**src/rtl/risc_v_32_i_pkg.sv**
```systemverilog
// Shared types for the RV32I front end: sequencer states, trap causes and next-PC selects.
// Imported by the PC sequencer and its next-PC datapath.
package risc_v_32_i_pkg;

    typedef enum logic [1:0] {
        S_RESET = 2'd0,
        S_FETCH = 2'd1,
        S_EXEC  = 2'd2,
        S_TRAP  = 2'd3
    } pc_state_e;

    // Encodings are architecturally visible on trap_cause_o.
    typedef enum logic [1:0] {
        TRAP_NONE     = 2'd0,
        TRAP_MISALIGN = 2'd1,
        TRAP_FETCH_TO = 2'd2
    } trap_cause_e;

    typedef enum logic [1:0] {
        NPC_SEQ    = 2'd0,
        NPC_BRANCH = 2'd1,
        NPC_JAL    = 2'd2,
        NPC_JALR   = 2'd3
    } next_pc_sel_e;

    localparam int unsigned INSTR_W = 32;
    localparam int unsigned PC_STEP = 4;

    function automatic logic is_misaligned(input logic [1:0] addr_lsb);
        return addr_lsb != 2'b00;
    endfunction

endpackage

```
**src/rtl/next_pc_calc.sv**
```systemverilog
// Combinational next-PC resolution: priority select, target adders and word-alignment check.
// All additions wrap modulo 2^XLEN.
module next_pc_calc #(
    parameter int XLEN = 32
) (
    input  logic [XLEN-1:0] pc,
    input  logic [XLEN-1:0] imm,
    input  logic [XLEN-1:0] rs1,
    input  logic            branch,
    input  logic            comp,
    input  logic            jal,
    input  logic            jalr,
    output logic [XLEN-1:0] target,
    output logic            misaligned
);
    import risc_v_32_i_pkg::*;

    next_pc_sel_e    sel;
    logic [XLEN-1:0] seq_target;
    logic [XLEN-1:0] rel_target;
    logic [XLEN-1:0] jalr_sum;

    assign seq_target = pc + XLEN'(PC_STEP);
    assign rel_target = pc + imm;
    assign jalr_sum   = rs1 + imm;

    // JALR outranks JAL, which outranks a taken branch; comp only matters for branches.
    always_comb begin
        sel = NPC_SEQ;
        if (jalr) begin
            sel = NPC_JALR;
        end else if (jal) begin
            sel = NPC_JAL;
        end else if (branch && comp) begin
            sel = NPC_BRANCH;
        end
    end

    always_comb begin
        target = seq_target;
        case (sel)
            NPC_JALR:   target = {jalr_sum[XLEN-1:1], 1'b0};
            NPC_JAL:    target = rel_target;
            NPC_BRANCH: target = rel_target;
            default:    target = seq_target;
        endcase
    end

    assign misaligned = is_misaligned(target[1:0]);

endmodule

```
**src/rtl/pc_sequencer.sv**
```systemverilog
// Program counter and fetch sequencer: req/ack instruction fetch, next-PC resolution
// after the branch comparator, and trap capture for misaligned targets and fetch timeouts.
module pc_sequencer #(
    parameter int                 XLEN      = 32,
    parameter logic [XLEN-1:0]    RESET_VEC = 'h0000_0000,
    parameter logic [XLEN-1:0]    TRAP_VEC  = 'h0000_0100,
    parameter int unsigned        TIMEOUT   = 16
) (
    input  logic            clk_i,
    input  logic            rst_i,
    input  logic            comp_i,
    input  logic            branch_i,
    input  logic            jal_i,
    input  logic            jalr_i,
    input  logic [XLEN-1:0] imm_i,
    input  logic [XLEN-1:0] rs1_i,
    input  logic            stall_i,
    input  logic            trap_clear_i,
    output logic            imem_req_o,
    output logic [XLEN-1:0] imem_addr_o,
    input  logic            imem_ack_i,
    input  logic [31:0]     imem_rdata_i,
    output logic [31:0]     instr_o,
    output logic            instr_valid_o,
    output logic [XLEN-1:0] pc_o,
    output logic [XLEN-1:0] link_o,
    output logic            trap_o,
    output logic [1:0]      trap_cause_o,
    output logic [XLEN-1:0] trap_addr_o
);
    import risc_v_32_i_pkg::*;

    localparam int unsigned      CNT_W    = (TIMEOUT > 1) ? $clog2(TIMEOUT) : 1;
    localparam logic [CNT_W-1:0] CNT_LAST = CNT_W'(TIMEOUT - 1);

    pc_state_e          state;
    pc_state_e          state_next;
    logic [XLEN-1:0]    pc_q;
    logic [INSTR_W-1:0] instr_q;
    logic [CNT_W-1:0]   fetch_cnt;
    trap_cause_e        trap_cause_q;
    logic [XLEN-1:0]    trap_addr_q;

    logic [XLEN-1:0]    target;
    logic               target_misaligned;
    logic               timeout_hit;

    next_pc_calc #(
        .XLEN (XLEN)
    ) u_next_pc_calc (
        .pc         (pc_q),
        .imm        (imm_i),
        .rs1        (rs1_i),
        .branch     (branch_i),
        .comp       (comp_i),
        .jal        (jal_i),
        .jalr       (jalr_i),
        .target     (target),
        .misaligned (target_misaligned)
    );

    assign timeout_hit = (fetch_cnt == CNT_LAST);

    always_ff @(posedge clk_i or posedge rst_i) begin
        if (rst_i) begin
            state <= S_RESET;
        end else begin
            state <= state_next;
        end
    end

    // An ack arriving on the last permitted wait cycle still wins over the timeout.
    always_comb begin
        state_next = state;
        case (state)
            S_RESET: state_next = S_FETCH;
            S_FETCH: begin
                if (imem_ack_i) begin
                    state_next = S_EXEC;
                end else if (timeout_hit) begin
                    state_next = S_TRAP;
                end
            end
            S_EXEC: begin
                if (!stall_i) begin
                    state_next = target_misaligned ? S_TRAP : S_FETCH;
                end
            end
            S_TRAP: begin
                if (trap_clear_i) begin
                    state_next = S_FETCH;
                end
            end
            default: state_next = S_RESET;
        endcase
    end

    always_comb begin
        imem_req_o    = 1'b0;
        instr_valid_o = 1'b0;
        trap_o        = 1'b0;
        case (state)
            S_FETCH: imem_req_o    = 1'b1;
            S_EXEC:  instr_valid_o = 1'b1;
            S_TRAP:  trap_o        = 1'b1;
            default: ;
        endcase
    end

    // A misaligned target leaves the PC on the offending instruction so the handler can see it.
    always_ff @(posedge clk_i or posedge rst_i) begin
        if (rst_i) begin
            pc_q         <= RESET_VEC;
            instr_q      <= '0;
            fetch_cnt    <= '0;
            trap_cause_q <= TRAP_NONE;
            trap_addr_q  <= '0;
        end else begin
            case (state)
                S_FETCH: begin
                    if (imem_ack_i) begin
                        instr_q   <= imem_rdata_i;
                        fetch_cnt <= '0;
                    end else if (timeout_hit) begin
                        fetch_cnt    <= '0;
                        trap_cause_q <= TRAP_FETCH_TO;
                        trap_addr_q  <= pc_q;
                    end else begin
                        fetch_cnt <= fetch_cnt + 1'b1;
                    end
                end
                S_EXEC: begin
                    if (!stall_i) begin
                        if (target_misaligned) begin
                            trap_cause_q <= TRAP_MISALIGN;
                            trap_addr_q  <= target;
                        end else begin
                            pc_q <= target;
                        end
                    end
                end
                S_TRAP: begin
                    if (trap_clear_i) begin
                        pc_q         <= TRAP_VEC;
                        trap_cause_q <= TRAP_NONE;
                    end
                end
                default: ;
            endcase
        end
    end

    assign pc_o         = pc_q;
    assign imem_addr_o  = pc_q;
    assign link_o       = pc_q + XLEN'(PC_STEP);
    assign instr_o      = instr_q;
    assign trap_cause_o = trap_cause_q;
    assign trap_addr_o  = trap_addr_q;

endmodule

```
**config.mk**
```make
export PLATFORM = sky130hd
export DESIGN_NAME = pc_sequencer
export DESIGN_NICKNAME = d
export VERILOG_FILES = /design/src/rtl/risc_v_32_i_pkg.sv /design/src/rtl/next_pc_calc.sv /design/src/rtl/pc_sequencer.sv
export SDC_FILE = /design/constraint.sdc
export NUM_CORES = 1
export LEC_CHECK = 0
export BUFFER_PORTS_ARGS = -buffer_cell sky130_fd_sc_hd__buf_2
export CORE_UTILIZATION = 59
export CTS_BUF_LIST = sky130_fd_sc_hd__clkbuf_8
export DETAILED_ROUTE_END_ITERATION = 7
export PLACE_DENSITY = 0.95
export SLEW_MARGIN = 20
export SYNTH_ARGS = -nofsm -noshare
export SYNTH_HDL_FRONTEND = slang
export SYNTH_SLANG_ARGS = --single-unit
export TNS_END_PERCENT = 30
```
**constraint.sdc**
```tcl
create_clock -name clk_i -period 5.15 [get_ports clk_i]
set_input_delay 0.2575 -clock clk_i [delete_from_list [all_inputs] [get_ports clk_i]]
set_output_delay 0.2575 -clock clk_i [all_outputs]
set_load 0.02 [all_outputs]
```
* Word level (Yosys, flattened, before mapping)
Cells that the tools add are included.
** Cells by class
- Add/subtract/negate cells :: 4
- Multiplexer cells :: 30
- Equal/unequal tests :: 14
- Reductions and logical operators :: 12
** Operator list (count)
- $mux W32 :: 7
- $pmux W32 S2 :: 3
- $add A32 B32 Y32 :: 2
- $add A32 B3 Y32 const B :: 1
- $mux W2 :: 12
- $ne A2 B2 Y1 const B :: 6
- $eq A2 B2 Y1 const B :: 4
- $mux W4 :: 2
- $pmux W2 S4 :: 1
- $pmux W2 S3 :: 1
- $reduce_and A6 Y1 :: 1
- $reduce_bool A2 Y1 :: 3
- $reduce_and A5 Y1 :: 1
- $add A4 B1 Y4 const B :: 1
- $eq A2 B1 Y1 const B :: 2
- $eq A4 B4 Y1 const B :: 1
- $mux W1 :: 4
- $reduce_and A4 Y1 :: 1
- $ne A3 B3 Y1 const B :: 1
- $reduce_and A3 Y1 :: 1
- $reduce_bool A3 Y1 :: 1
- $logic_not A2 Y1 :: 1
- $reduce_and A2 Y1 :: 1
- $reduce_or A2 Y1 :: 1
- $logic_and A1 B1 Y1 :: 1
** Storage, ports and cells
- Register bits :: 104
- Bits of input ports :: 105
- Output and inout bits :: 165
- Logic and storage cells :: 66

* Logic depth before layout (Yosys ltp)
- Depth in word-level cells :: 11
- Mapped depth :: 14
- Gate-level depth less buffers :: 13

* Hierarchy
Synthesis repeated with hierarchy kept, for this count alone.
** Second synthesis, totals
- Cells, all modules :: 1118
- Area, all modules :: 9770.6 µm²
** Modules (own cells, without submodules)
- pc_sequencer :: cells an instance 455, area an instance 5211.2 µm², sequential area each 2602.5 µm², times used 1
- next_pc_calc :: cells an instance 663, area an instance 4559.4 µm², sequential area each 0.0 µm², times used 1

* Least setup slack after synthesis
Ideal clock, no wire load.
- Path kind :: register -> register
- Start :: register pc_q[0], in the netlist imem_addr_o[0]
- End :: register pc_q[20], in the netlist imem_addr_o[20]
- Clock period less this slack :: 3.088 ns
- Setup slack :: 2.062 ns
- Library setup time :: 0.122 ns
- Data arrival time :: 2.967 ns
- Data required time :: 5.028 ns
- Buffers on the path :: 0
- Cell stages (with the launch flop) :: 12
- Cell sequence :: dfrtp_1 -> ha_1 -> inv_1 -> fa_1 -> nand2b_1 -> a2111oi_4 -> nor2_2 -> o21ba_4 -> o31ai_4 -> xor2_1 -> a221o_1 -> a32o_1
** Between the ends
- Longest elaborated chain between the ends :: 5
- Elaborated cells on any way between the ends :: 9
- Those cells by class :: add/sub: 2; eq/ne: 1; mux: 4; reduce/logical: 2
** Ends and longest elaborated chain
- start, declared :: RTL line pc_sequencer.sv:38 : logic [XLEN-1:0] pc_q;
- start signal, assigned :: RTL line pc_sequencer.sv:138 : pc_q <= target;
- $add A32 B3 Y32 or $add A32 B32 Y32 (tied branches) :: RTL line next_pc_calc.sv:23, next_pc_calc.sv:24
- $pmux W32 S2 * :: RTL line next_pc_calc.sv:41 : case (sel)
- $reduce_bool A2 Y1 or $mux W32 (tied branches) :: RTL line risc_v_32_i_pkg.sv:30, pc_sequencer.sv:134
- $ne A2 B2 Y1 (no source line) or $mux W32 (tied branches)
- $reduce_and A4 Y1 (no source line) or $pmux W32 S2 (tied branches)
Every way passes the cells marked *; elsewhere a longest branch is shown, timed or not. The select of a mux whose other input is x is not followed.
A chain may end at the register's enable or synchronous reset.

* Worst setup path in the final report
- Start :: register pc_q[0], in the netlist imem_addr_o[0]
- End :: register pc_q[29], in the netlist imem_addr_o[29]
The elaborated chain is that of the path after synthesis.

==> impl_metrics.env <==
export IMPL_status="finished clean"
export IMPL_synth_main_ff_cell="dfrtp_1"
export IMPL_grtUsageMet3=0.05696
export IMPL_postSynthAreaPerCell_um2=8.364
export IMPL_use_met2=0.6105
export IMPL_leakage_nw=5.163
export IMPL_nets=1499
export IMPL_dr_total_vias=9980
export IMPL_grt_start_max_net_pins=54
export IMPL_setup_tns_ns=0
export IMPL_numClockSinks=104
export IMPL_avgViaCountPerCell=6.485
export IMPL_hold_viol=0
export IMPL_maxSlewHeadroom=0.2657
export IMPL_path_class="flop to flop"
export IMPL_cpPeakStageDelay_ns=0.74
export IMPL_first_pass_iters=6
export IMPL_first_global_vias=9085
export IMPL_syn_instance_count=1132
export IMPL_power_frac_comb=0.657
export IMPL_synth_seq_area_share=0.2749
export IMPL_synth_fp_nets=1307
export IMPL_multi_input_area_um2=6221
export IMPL_crit_family="simple AND/OR/NAND/NOR gates"
export IMPL_pwr_share_seq=0.272
export IMPL_cts_tree="yes"
export IMPL_initial_utilization=0.6137
export IMPL_grtUsageMet1=0.4691
export IMPL_fill_cells=1267
export IMPL_grt_use_total=0.3692
export IMPL_cp_end_kind="flop"
export IMPL_dpl_hpwl_um=24030
export IMPL_swShare=0.5366
export IMPL_rrSetupSlack_ns=1.57
export IMPL_io_pins=270
export IMPL_setup_viol=0
export IMPL_ys_ff_latch=104
export IMPL_crit_path_start_kind="flop"
export IMPL_area_growth_pct=13.96
export IMPL_clockRootBuffer="clkbuf_8"
export IMPL_drv_cap=0
export IMPL_die_area_um2=16560
export IMPL_die_width_um=128.7
export IMPL_hold_ws_ns=0.1017
export IMPL_critPathCapture="imem_addr_o[29]"
export IMPL_p_int_w=0.002831
export IMPL_cp_max_fo=34
export IMPL_power_switching_w=0.003279
export IMPL_whs_path_depth=2
export IMPL_worstSkewPairLatency_ns=0.38
export IMPL_yosys_warnings=0
export IMPL_worst_slew_pin_slew_ns=1.101
export IMPL_overflow=0
export IMPL_first_iter_violations=1002
export IMPL_avgRoutedWirePerCell_um=20.21
export IMPL_synth_distinct_cells=87
export IMPL_rsz0062_at_grt="no"
export IMPL_numCtsBuffers=9
export IMPL_synth_async_reset_ratio=1.000
export IMPL_required_ns=5.43
export IMPL_finalPower_w=0.006110
export IMPL_crit_chain="ha_1 -> inv_1 -> fa_1 -> o221ai_1 -> o21ai_1 -> o211ai_1 -> o21ai_1 -> nand3_1 -> buf_4 -> nor2_1 -> nand4b_1 -> o311ai_1"
export IMPL_fmax_mhz=279.5
export IMPL_reg2reg_to="imem_addr_o[29]"
export IMPL_peakVddDrop_mv=0.3115
export IMPL_num_antenna_cells=0
export IMPL_port_buffers=269
export IMPL_pwr_share_clk=0.071
export IMPL_register_area_um2=2603
export IMPL_min_period_over_period=0.6947
export IMPL_synth_area_um2=9468
export IMPL_ant_nets=0
export IMPL_worstSetupPathDepth=12
export IMPL_cts_resized=0
export IMPL_power_density_nw_per_um2=566.3
export IMPL_grt_pass1_wl_um=47350
export IMPL_synth_top_area_frac=0.2749
export IMPL_row_count=45
export IMPL_routed_wl_um=31100
export IMPL_startpoint="imem_addr_o[0]"
export IMPL_layout_common_cells="buf_2, nand2_1, dfrtp_1"
export IMPL_grt_busiest_layer="met2"
export IMPL_r2r_start="imem_addr_o[0]"
export IMPL_critPathMostFrequentCell="o21ai_1"
export IMPL_skew_ns=0.01101
export IMPL_crit_arrival_ns=3.85
export IMPL_period_needed_ns=3.578
export IMPL_drc=0
export IMPL_critPathBufInv=2
export IMPL_yosysTopAreaCell="dfrtp_1"
export IMPL_drv_slew=0
export IMPL_core_area_um2=15430
export IMPL_clkSlewWorstSetupHoldPaths_ns=0.10
export IMPL_layout_commonest_cell="buf_2"
export IMPL_r2r_cells=12
export IMPL_slowest_stage="nor2_1"
export IMPL_synth_edf_count=0
export IMPL_synth_area_leaders="dfrtp_1, ha_1, xnor2_1, nand2_1, a21oi_1"
export IMPL_hp_class="primary input to flop"
export IMPL_min_from="imem_rdata_i[12]"
export IMPL_cts_setup_buffers=0
export IMPL_cts_htree_levels=3
export IMPL_layout_drive_gt1_share=0.2666
export IMPL_antenna_found_initial=0
export IMPL_cts_buffer_depth=2
export IMPL_die_h_um=128.7
export IMPL_place_congestion=0.9893
worst register-to-register path, stage by stage (launching register included):
cell and delay [ns]:
dfrtp_1 0.48, ha_1 0.24, inv_1 0.06, fa_1 0.50, o221ai_1 0.12, o21ai_1 0.18
o211ai_1 0.20, o21ai_1 0.27, nand3_1 0.13, buf_4 0.26, nor2_1 0.75, nand4b_1 0.18
o311ai_1 0.12
how the worst min path moves through the flow:
stage,to,slack [ns]
after floorplan,fetch_cnt[2],0.35
after global placement,instr_o[18],0.38
after detailed placement,instr_o[20],0.39
after CTS,instr_o[12],0.1
after global routing,instr_o[12],0.09
final,instr_o[12],0.10
power by group through the flow:
stage / logic (W) / clock network (W) / registers, W
4_1_cts: 0.00395 / 0.000436 / 0.00164
5_1_grt: 0.00429 / 0.000474 / 0.00169
3_5_place_dp: 0.00392 / 0 / 0.00165
2_1_floorplan: 0.00255 / 0 / 0.00189
6_report: 0.00401 / 0.000436 / 0.00166
3_3_place_gp: 0.00383 / 0 / 0.00163
synthesized netlist by cell type, drive strengths merged, types with 13 or more instances:
master,n
a21o,24
a31oi,16
mux2,38
nand2,125
ha,68
buf,51
nand4,24
xnor2,54
nor3,13
nand2b,20
nor2b,13
clkbuf,44
dfrtp,104
inv,38
a21oi,86
a221oi,17
nand3,35
o21ai,84
nor2,74
xor2,25
registers in the layout, summed over array words and instances (netlist names):
signal,count
trap_cause_o,2
trap_addr_o,32
imem_addr_o,32
instr_o,32
fetch_cnt,4
state,2
per-layer routing:
metal,vias up,share of wire
li1,4508,-
met1,4671,0.38
met2,675,0.47
met3,126,0.098
met4,0,0.052
met5,-,0
area by class of cell:
cell class              count  share of cell area
repair buffers            276              0.1299
clock inverters             6            0.002899
well taps                 211             0.02447
inverters                  38             0.01345
flip-flops and latches    104              0.2412
clock buffers               9             0.01148
multi-input cells         895              0.5766
repair_timing:
item,in CTS,in global routing
endpoints found under the hold margin,51,0
hold buffers,1,0
setup endpoints to repair,0,0
logic make-up (layout without fill, tap and decap cells):
logic type	Yosys count	in the layout	synth area share
muxes	50	50	0.05788
buffers and inverters	133	329	0.06859
DFF	104	104	0.2749
adders and majority gates	70	70	0.09409
xor gates and xnor gates	79	79	0.07308
AOI/OAI and AO/OA	347	347	0.2498
and+or+nand+nor	349	349	0.1817
through the flow:
step	setup slack [ns]	instances	instance area, µm²	util
2_1_floorplan	2.062	1132	9468	-
3_3_place_gp	1.547	1523	10620	0.6885
3_5_place_dp	1.388	1523	10620	0.6886
4_1_cts	1.651	1539	10790	0.6994
5_1_grt	1.301	1539	10790	0.6994
6_report	1.572	1539	10790	0.6994
Note: power is estimated with default switching activity, not from simulation.
